$ cat src/rtl/image_loader.sv
// Streams activation words into layer-1 memory with (ch,row,col) indices,
// fires one compute pulse per full frame, then waits for net_done.
module image_loader #(
  parameter int DATA_SIZE    = 64,
  parameter int NUM_CHANNELS = 1,
  parameter int INPUT_DIM    = 28
) (
  input  logic                 clk,
  input  logic                 reset,
  input  logic                 s_valid,
  output logic                 s_ready,
  input  logic [DATA_SIZE-1:0] s_data,
  input  logic                 s_last,
  input  logic                 net_done,
  output logic [DATA_SIZE-1:0] input_data,
  output logic [3:0][15:0]     input_index,
  output logic                 input_write_act,
  output logic                 compute,
  output logic                 busy,
  output logic [15:0]          frame_count,
  output logic                 frame_err
);

  localparam int PW = (INPUT_DIM > 1) ? $clog2(INPUT_DIM) : 1;
  localparam int CW = (NUM_CHANNELS > 1) ? $clog2(NUM_CHANNELS) : 1;

  typedef enum logic [1:0] {LOAD, FIRE, WAIT} state_t;

  state_t        state, state_next;
  logic [CW-1:0] ch;
  logic [PW-1:0] row, col;
  logic          hs, col_end, row_end, ch_end, final_word;

  assign col_end    = (col == PW'(INPUT_DIM - 1));
  assign row_end    = (row == PW'(INPUT_DIM - 1));
  assign ch_end     = (ch == CW'(NUM_CHANNELS - 1));
  assign final_word = col_end && row_end && ch_end;

  // Ready is masked by reset so nothing is accepted while reset is held.
  assign s_ready = (state == LOAD) && !reset;
  assign hs      = s_valid && s_ready;

  always_ff @(posedge clk) begin
    if (reset) state <= LOAD;
    else       state <= state_next;
  end

  always_comb begin
    state_next = state;
    case (state)
      LOAD:    if (hs && final_word) state_next = FIRE;
      FIRE:    state_next = WAIT;
      WAIT:    if (net_done) state_next = LOAD;
      default: state_next = LOAD;
    endcase
  end

  always_ff @(posedge clk) begin
    if (reset) begin
      ch              <= '0;
      row             <= '0;
      col             <= '0;
      input_data      <= '0;
      input_index     <= '0;
      input_write_act <= 1'b0;
      compute         <= 1'b0;
      busy            <= 1'b0;
      frame_count     <= 16'd0;
      frame_err       <= 1'b0;
    end else begin
      input_write_act <= hs;
      compute         <= (state == FIRE);
      if (state == FIRE) frame_count <= frame_count + 16'd1;
      if (state == WAIT && net_done) busy <= 1'b0;
      if (hs) begin
        input_data  <= s_data;
        input_index <= {16'd0, 16'(ch), 16'(row), 16'(col)};
        busy        <= 1'b1;
        // Frame length is count-based; s_last only flags disagreement.
        if (s_last != final_word) frame_err <= 1'b1;
        if (col_end) begin
          col <= '0;
          if (row_end) begin
            row <= '0;
            if (ch_end) ch <= '0;
            else        ch <= ch + CW'(1);
          end else begin
            row <= row + PW'(1);
          end
        end else begin
          col <= col + PW'(1);
        end
      end
    end
  end

endmodule

$ cat config.mk
export PLATFORM = sky130hd
export DESIGN_NAME = image_loader
export DESIGN_NICKNAME = d
export VERILOG_FILES = /design/src/rtl/image_loader.sv
export SDC_FILE = /design/constraint.sdc
export NUM_CORES = 1
export LEC_CHECK = 0
export ABC_AREA = 1
export CORE_MARGIN = 2
export CORE_UTILIZATION = 41
export CTS_CLUSTER_SIZE = 12
export DETAILED_ROUTE_END_ITERATION = 6
export MAX_ROUTING_LAYER = met4
export PLACE_DENSITY = 0.89
export SYNTH_ARGS = -nofsm -noshare
export SYNTH_HDL_FRONTEND = slang
export SYNTH_SLANG_ARGS = --single-unit
$ cat constraint.sdc
create_clock -name clk -period 1.5 [get_ports clk]
set_input_delay 0.225 -clock clk [delete_from_list [all_inputs] [get_ports clk]]
set_output_delay 0.225 -clock clk [all_outputs]
set_load 0.01 [all_outputs]
### Word-level counts from Yosys, hierarchy flattened

Cells that the tools add are included.
Widths: inputs -> output; s select.

| storage, ports and cells | value |
|---|---|
| bits of input ports | 69 |
| register bits | 108 |

| operators by class | value |
|---|---|
| bitwise gates (word level) | 1 |
| multiplexer cells | 8 |
| $add $sub $neg | 4 |
| reduce and logical (&&, ||, !) cells | 13 |
| equality and inequality tests | 7 |

Operators by type and width:

| kind | count |
|---|---|
| $add 16x1->16 const B | 1 |
| $add 5x1->5 const B | 2 |
| $eq 5x5->1 const B | 2 |
| $mux 5 | 2 |
| $logic_and 1x1->1 | 6 |
| $pmux 2 s3 | 1 |
| $reduce_and 2->1 | 3 |
| $mux 2 | 2 |
| $mux 1 | 3 |
| $reduce_and 3->1 | 1 |
| $eq 2x1->1 const B | 1 |
| $eq 2x2->1 const B | 1 |
| $logic_not 2->1 | 1 |
| $ne 2x1->1 const B | 1 |
| $ne 2x2->1 const B | 1 |
| $reduce_bool 2->1 | 1 |
| $add 1x1->1 const B | 1 |
| $logic_not 1->1 | 1 |
| $ne 1x1->1 | 1 |
| $not 1->1 | 1 |

### Longest topological paths before layout

Gate-level depths: netlist of the first run.

| logic depth | value |
|---|---|
| depth in word-level cells | 6 |
| gate-level depth with buffers | 8 |
| mapped depth without buffers | 8 |

### Worst setup path after synthesis of the first run

No wires, ideal clock.

| timing | value |
|---|---|
| kind | reg2reg |
| start | register col[0] |
| end | register row[1] |
| arrival | 1187 ps |
| path slack | 197 ps |
| clock period less this slack | 1303 ps |
| path buffers | 0 |
| data required time | 1384 ps |
| cell stages (with the launch flop) | 9 |
| path through | dfxtp_1 -> ha_1 -> nand2_1 -> nor2_2 -> inv_2 -> nor2_4 -> inv_1 -> nor2_1 -> nor2_1 |

| between the ends | value |
|---|---|
| cells in the longest elaborated chain, start to end | 2 |

Ends and longest elaborated chain:

| what | RTL line | RTL |
|---|---|---|
| start, declared | 31 | `logic [PW-1:0] row, col;` |
| start signal, assigned | 91 | `col <= col + PW'(1);` |
| $eq 5x5->1 | 34 | `assign col_end = (col == PW'(INPUT_DIM - 1));` |
| $reduce_and 2->1 (no line) | - |  |
| end signal, assigned | 88 | `row <= row + PW'(1);` |
| end, declared | 31 |  |

No other way between the ends.
A chain may end at the register's enable or synchronous reset.

### Worst setup path after layout of the first run

| timing | value |
|---|---|
| start | register input_write_act |
| end | output input_write_act |

RTL lines:

| what | RTL line | RTL |
|---|---|---|
| start, declared | 17 | `output logic input_write_act,` |
| start signal, assigned | 71 | `input_write_act <= hs;` |

No word-level cell between the ends.

==> results.json, run 1 <==
{
  "ys_warn_count": 0,
  "nets": 827,
  "insertion_delay_ns": 0.37,
  "num-fill-cells": 997,
  "holdWs_ns": 0.3099,
  "cts.path.max_buffers": 2,
  "post-synth-top-area-fraction": 0.4747,
  "worstPathCellList": "clkdlybuf4s50_1",
  "row_count": 38,
  "io_buffers": 163,
  "r2r_start": "frame_count[1]$_SDFFE_PP0P_",
  "utilization": 0.5898,
  "crit_buf_inv": 1,
  "grt_setup_unrepaired": "true",
  "r2r-end": "frame_count[10]$_SDFFE_PP0P_",
  "viasPerCell": 4.518,
  "synth_top_area_cell": "dfxtp_1",
  "critPathMaxFanout": 1,
  "vias": 4066,
  "drc": 0,
  "fin_ws_ns": 0.05588,
  "r2r_setup_slack_ns": 0.12,
  "ys_seq_area_frac": 0.4747,
  "drv_cap": 0,
  "hp-class": "input pin to register",
  "grt_pass1_wl_um": 16990,
  "io_pins": 218,
  "antenna_found_initial": 0,
  "cts_tree": "done",
  "endpoint": "input_write_act",
  "pwr_density_cell_nw_per_um2": 875.1,
  "cts_root_buf": "clkbuf_8",
  "drt-wirelength-per-cell_um": 12.24,
  "top_usage_layer": "met2",
  "final_layout_size_suffix_gt1_frac": 0.08026,
  "leakagePower_nw": 3.155,
  "critPathLaunchType": "register",
  "finalCriticalPeriod_ns": 1.444,
  "worst_slew_pin_slew_ns": 0.6312,
  "use_met2": 0.3000,
  "numCtsBuffers": 9,
  "final_cell_area_um2": 6337,
  "reg2reg_depth": 6,
  "crit_path_top_delay_cell": "clkdlybuf4s50_1",
  "areaGrowthSynthToFinish_pct": 41.76,
  "finalSetupTns_ns": 0,
  "slew_viol_final": 0,
  "grt_use_met3": 0.04521,
  "fmax_mhz": 692.5,
  "routabilityCongestion": 0.8536,
  "grt_pass1_vias": 3619,
  "crit_type": "register to output port",
  "grt_start_max_net_pins": 60,
  "cts.sinks": 106,
  "routed_wl_um": 11020,
  "placed_area_um2": 6106,
  "hold_violations": 0,
  "startpoint": "input_write_act$_SDFF_PP0_",
  "htree_num_levels": 3,
  "diodes": 0,
  "dieArea_um2": 11750,
  "finalSetupViolations": 0,
  "coreArea_um2": 10750,
  "required_ns": 1.27,
  "finalClockSkew_ns": 0.02126,
  "crit_arrival_ns": 1.22,
  "dr.pass1.iters": 4,
  "clkTransAtPathRegs_ns": 0.11,
  "met1_usage": 0.2221,
  "ys_ff_latch": 106,
  "synth.avg_cell_area_um2": 7.564,
  "cp-end-kind": "output port",
  "status": "completed",
  "relSlewSlack": 0.5792,
  "synth_area_um2": 4471,
  "synth_cell_types": 27,
  "grt-ovfl-total": 0,
  "cp_top_family": "buffers and inverters",
  "dr.first_iter.drc_count": 212,
  "die_w_um": 108.4,
  "vdd_ir_drop_max_mv": 0.4677,
  "synth_cells": 591,
  "track_usage": 0.1853,
  "dpl.hpwl_um": 7879,
  "period_share": 0.9627,
  "postRouteAntennaNets": 0,
  "synth_area_leaders": "dfxtp_1, nand2_1, buf_4",
  "dpl_worst_slack_ns": -0.04147,
  "critical_path_depth": 1,
  "start_util": 0.4160,
  "critPathMaxStageDelay_ns": 0.52,
  "die_y_um": 108.4
}
[stage by stage]
stage	power, mW	instances
floorplan	3.438	644
global placement	3.752	884
detailed placement	3.761	884
CTS	5.621	900
global route	5.787	900
finish	5.546	900
[tightest hold or removal path, stage by stage]
cell and delay [ns]:
buf_2 0.11, inv_1 0.06, nand2_1 0.08, buf_4 0.10
o32ai_1 0.05
[registers in the layout, indices dropped and copies added (netlist names)]
signal / cells
frame_count: 16
input_data: 64
state: 2
row: 5
input_write_act: 1
busy: 1
input_index: 10
compute: 1
frame_err: 1
col: 5
[cells in the final DEF (no fill, tap or decap), types with 4 or more instances in the layout]
cell type,n
clkdlybuf4s50_1,72
dlymetal6s2s_1,27
dfxtp_2,12
dlygate4sd2_1,62
conb_1,54
o21ai_0,15
buf_12,4
xor2_1,4
buf_4,15
dfxtp_1,94
a21oi_1,89
nor2_1,35
nand4_1,7
inv_1,27
clkbuf_8,10
nand3_1,16
nand2_1,187
[Yosys cell counts, drive strengths merged]
cell type and n:
a21oi 89, buf 72, clkbuf 10, conb 1, dfxtp 106, ha 3
inv 30, nand2 187, nand3 18, nand4 7, nor2 40, nor3 4
nor4 1, o21ai 15, o21bai 1, o32ai 1, xnor2 2, xor2 4
[worst min path at each step]
| stage | start | end | slack, ns | depth (start not counted) |
|---|---|---|---|---|
| after floorplan | net_done | state[1]$_SDFFE_PP0P_ | 0.34 | 1 |
| after global placement | frame_err$_SDFFE_PP0P_ | frame_err$_SDFFE_PP0P_ | 0.45 | 2 |
| after detailed placement | input_data[53]$_SDFFE_PP0P_ | input_data[53]$_SDFFE_PP0P_ | 0.45 | 2 |
| after CTS | reset | state[1]$_SDFFE_PP0P_ | 0.30 | 5 |
| after global routing | reset | state[1]$_SDFFE_PP0P_ | 0.32 | 5 |
| final | reset | state[1]$_SDFFE_PP0P_ | 0.31 | 5 |
[area by class of cell]
class | instances | area (um^2) | share of cell area
clock buffers | 10 | 137.6 | 0.02172
clock inverters | 6 | 81.33 | 0.01283
inverters | 30 | 112.6 | 0.01777
multi-input cells | 426 | 1889 | 0.2981
flip-flops and latches | 106 | 2137 | 0.3372
well taps | 140 | 175.2 | 0.02764
repair buffers | 182 | 1804 | 0.2847
[power breakdown]
part / internal [mW] / switching, mW / leakage (nW)
Clock: 0.854 / 1.04 / 0.111
Combinational: 0.352 / 0.352 / 2.18
Sequential: 2.90 / 0.0414 / 0.869
[logic make-up (layout without fill, tap and decap cells)]
logic type / after synthesis / count (layout) / share of synthesized area
adder cells (fa/ha/maj): 3 / 3 / 0.008397
flip-flops: 106 / 106 / 0.4747
XOR/XNOR: 6 / 6 / 0.01175
buffers and inverters: 112 / 228 / 0.1500
other: 1 / 54 / 0.0008388
AO/OA/AOI/OAI: 106 / 106 / 0.1201
AND/OR/NAND/NOR: 257 / 257 / 0.2343
[layer usage]
layer / vias up / wire, um
li1: 2100 / -
met1: 1794 / 4705
met2: 154 / 5310
met3: 18 / 779
met4: 0 / 221
met5: - / 0
[repair_timing]
item                       in CTS  in global routing
buffers inserted                0                  0
hold buffers                    0                  0
setup endpoints to repair      63                 35
cloned                          0                  0
gates resized for setup        74                 34
No activity file was read; power rests on OpenSTA's default activity.
==> run 2: changes to the inputs <==
--- a/config.mk
+++ b/config.mk
@@ -10,6 +10,7 @@
 export CORE_UTILIZATION = 41
 export CTS_CLUSTER_SIZE = 12
 export DETAILED_ROUTE_END_ITERATION = 6
+export HOLD_SLACK_MARGIN = 0.12
 export MAX_ROUTING_LAYER = met4
 export PLACE_DENSITY = 0.89
 export SYNTH_ARGS = -nofsm -noshare
==> results of run 2 <==
Final layout, timing and power as in run 1 (identical DEF).
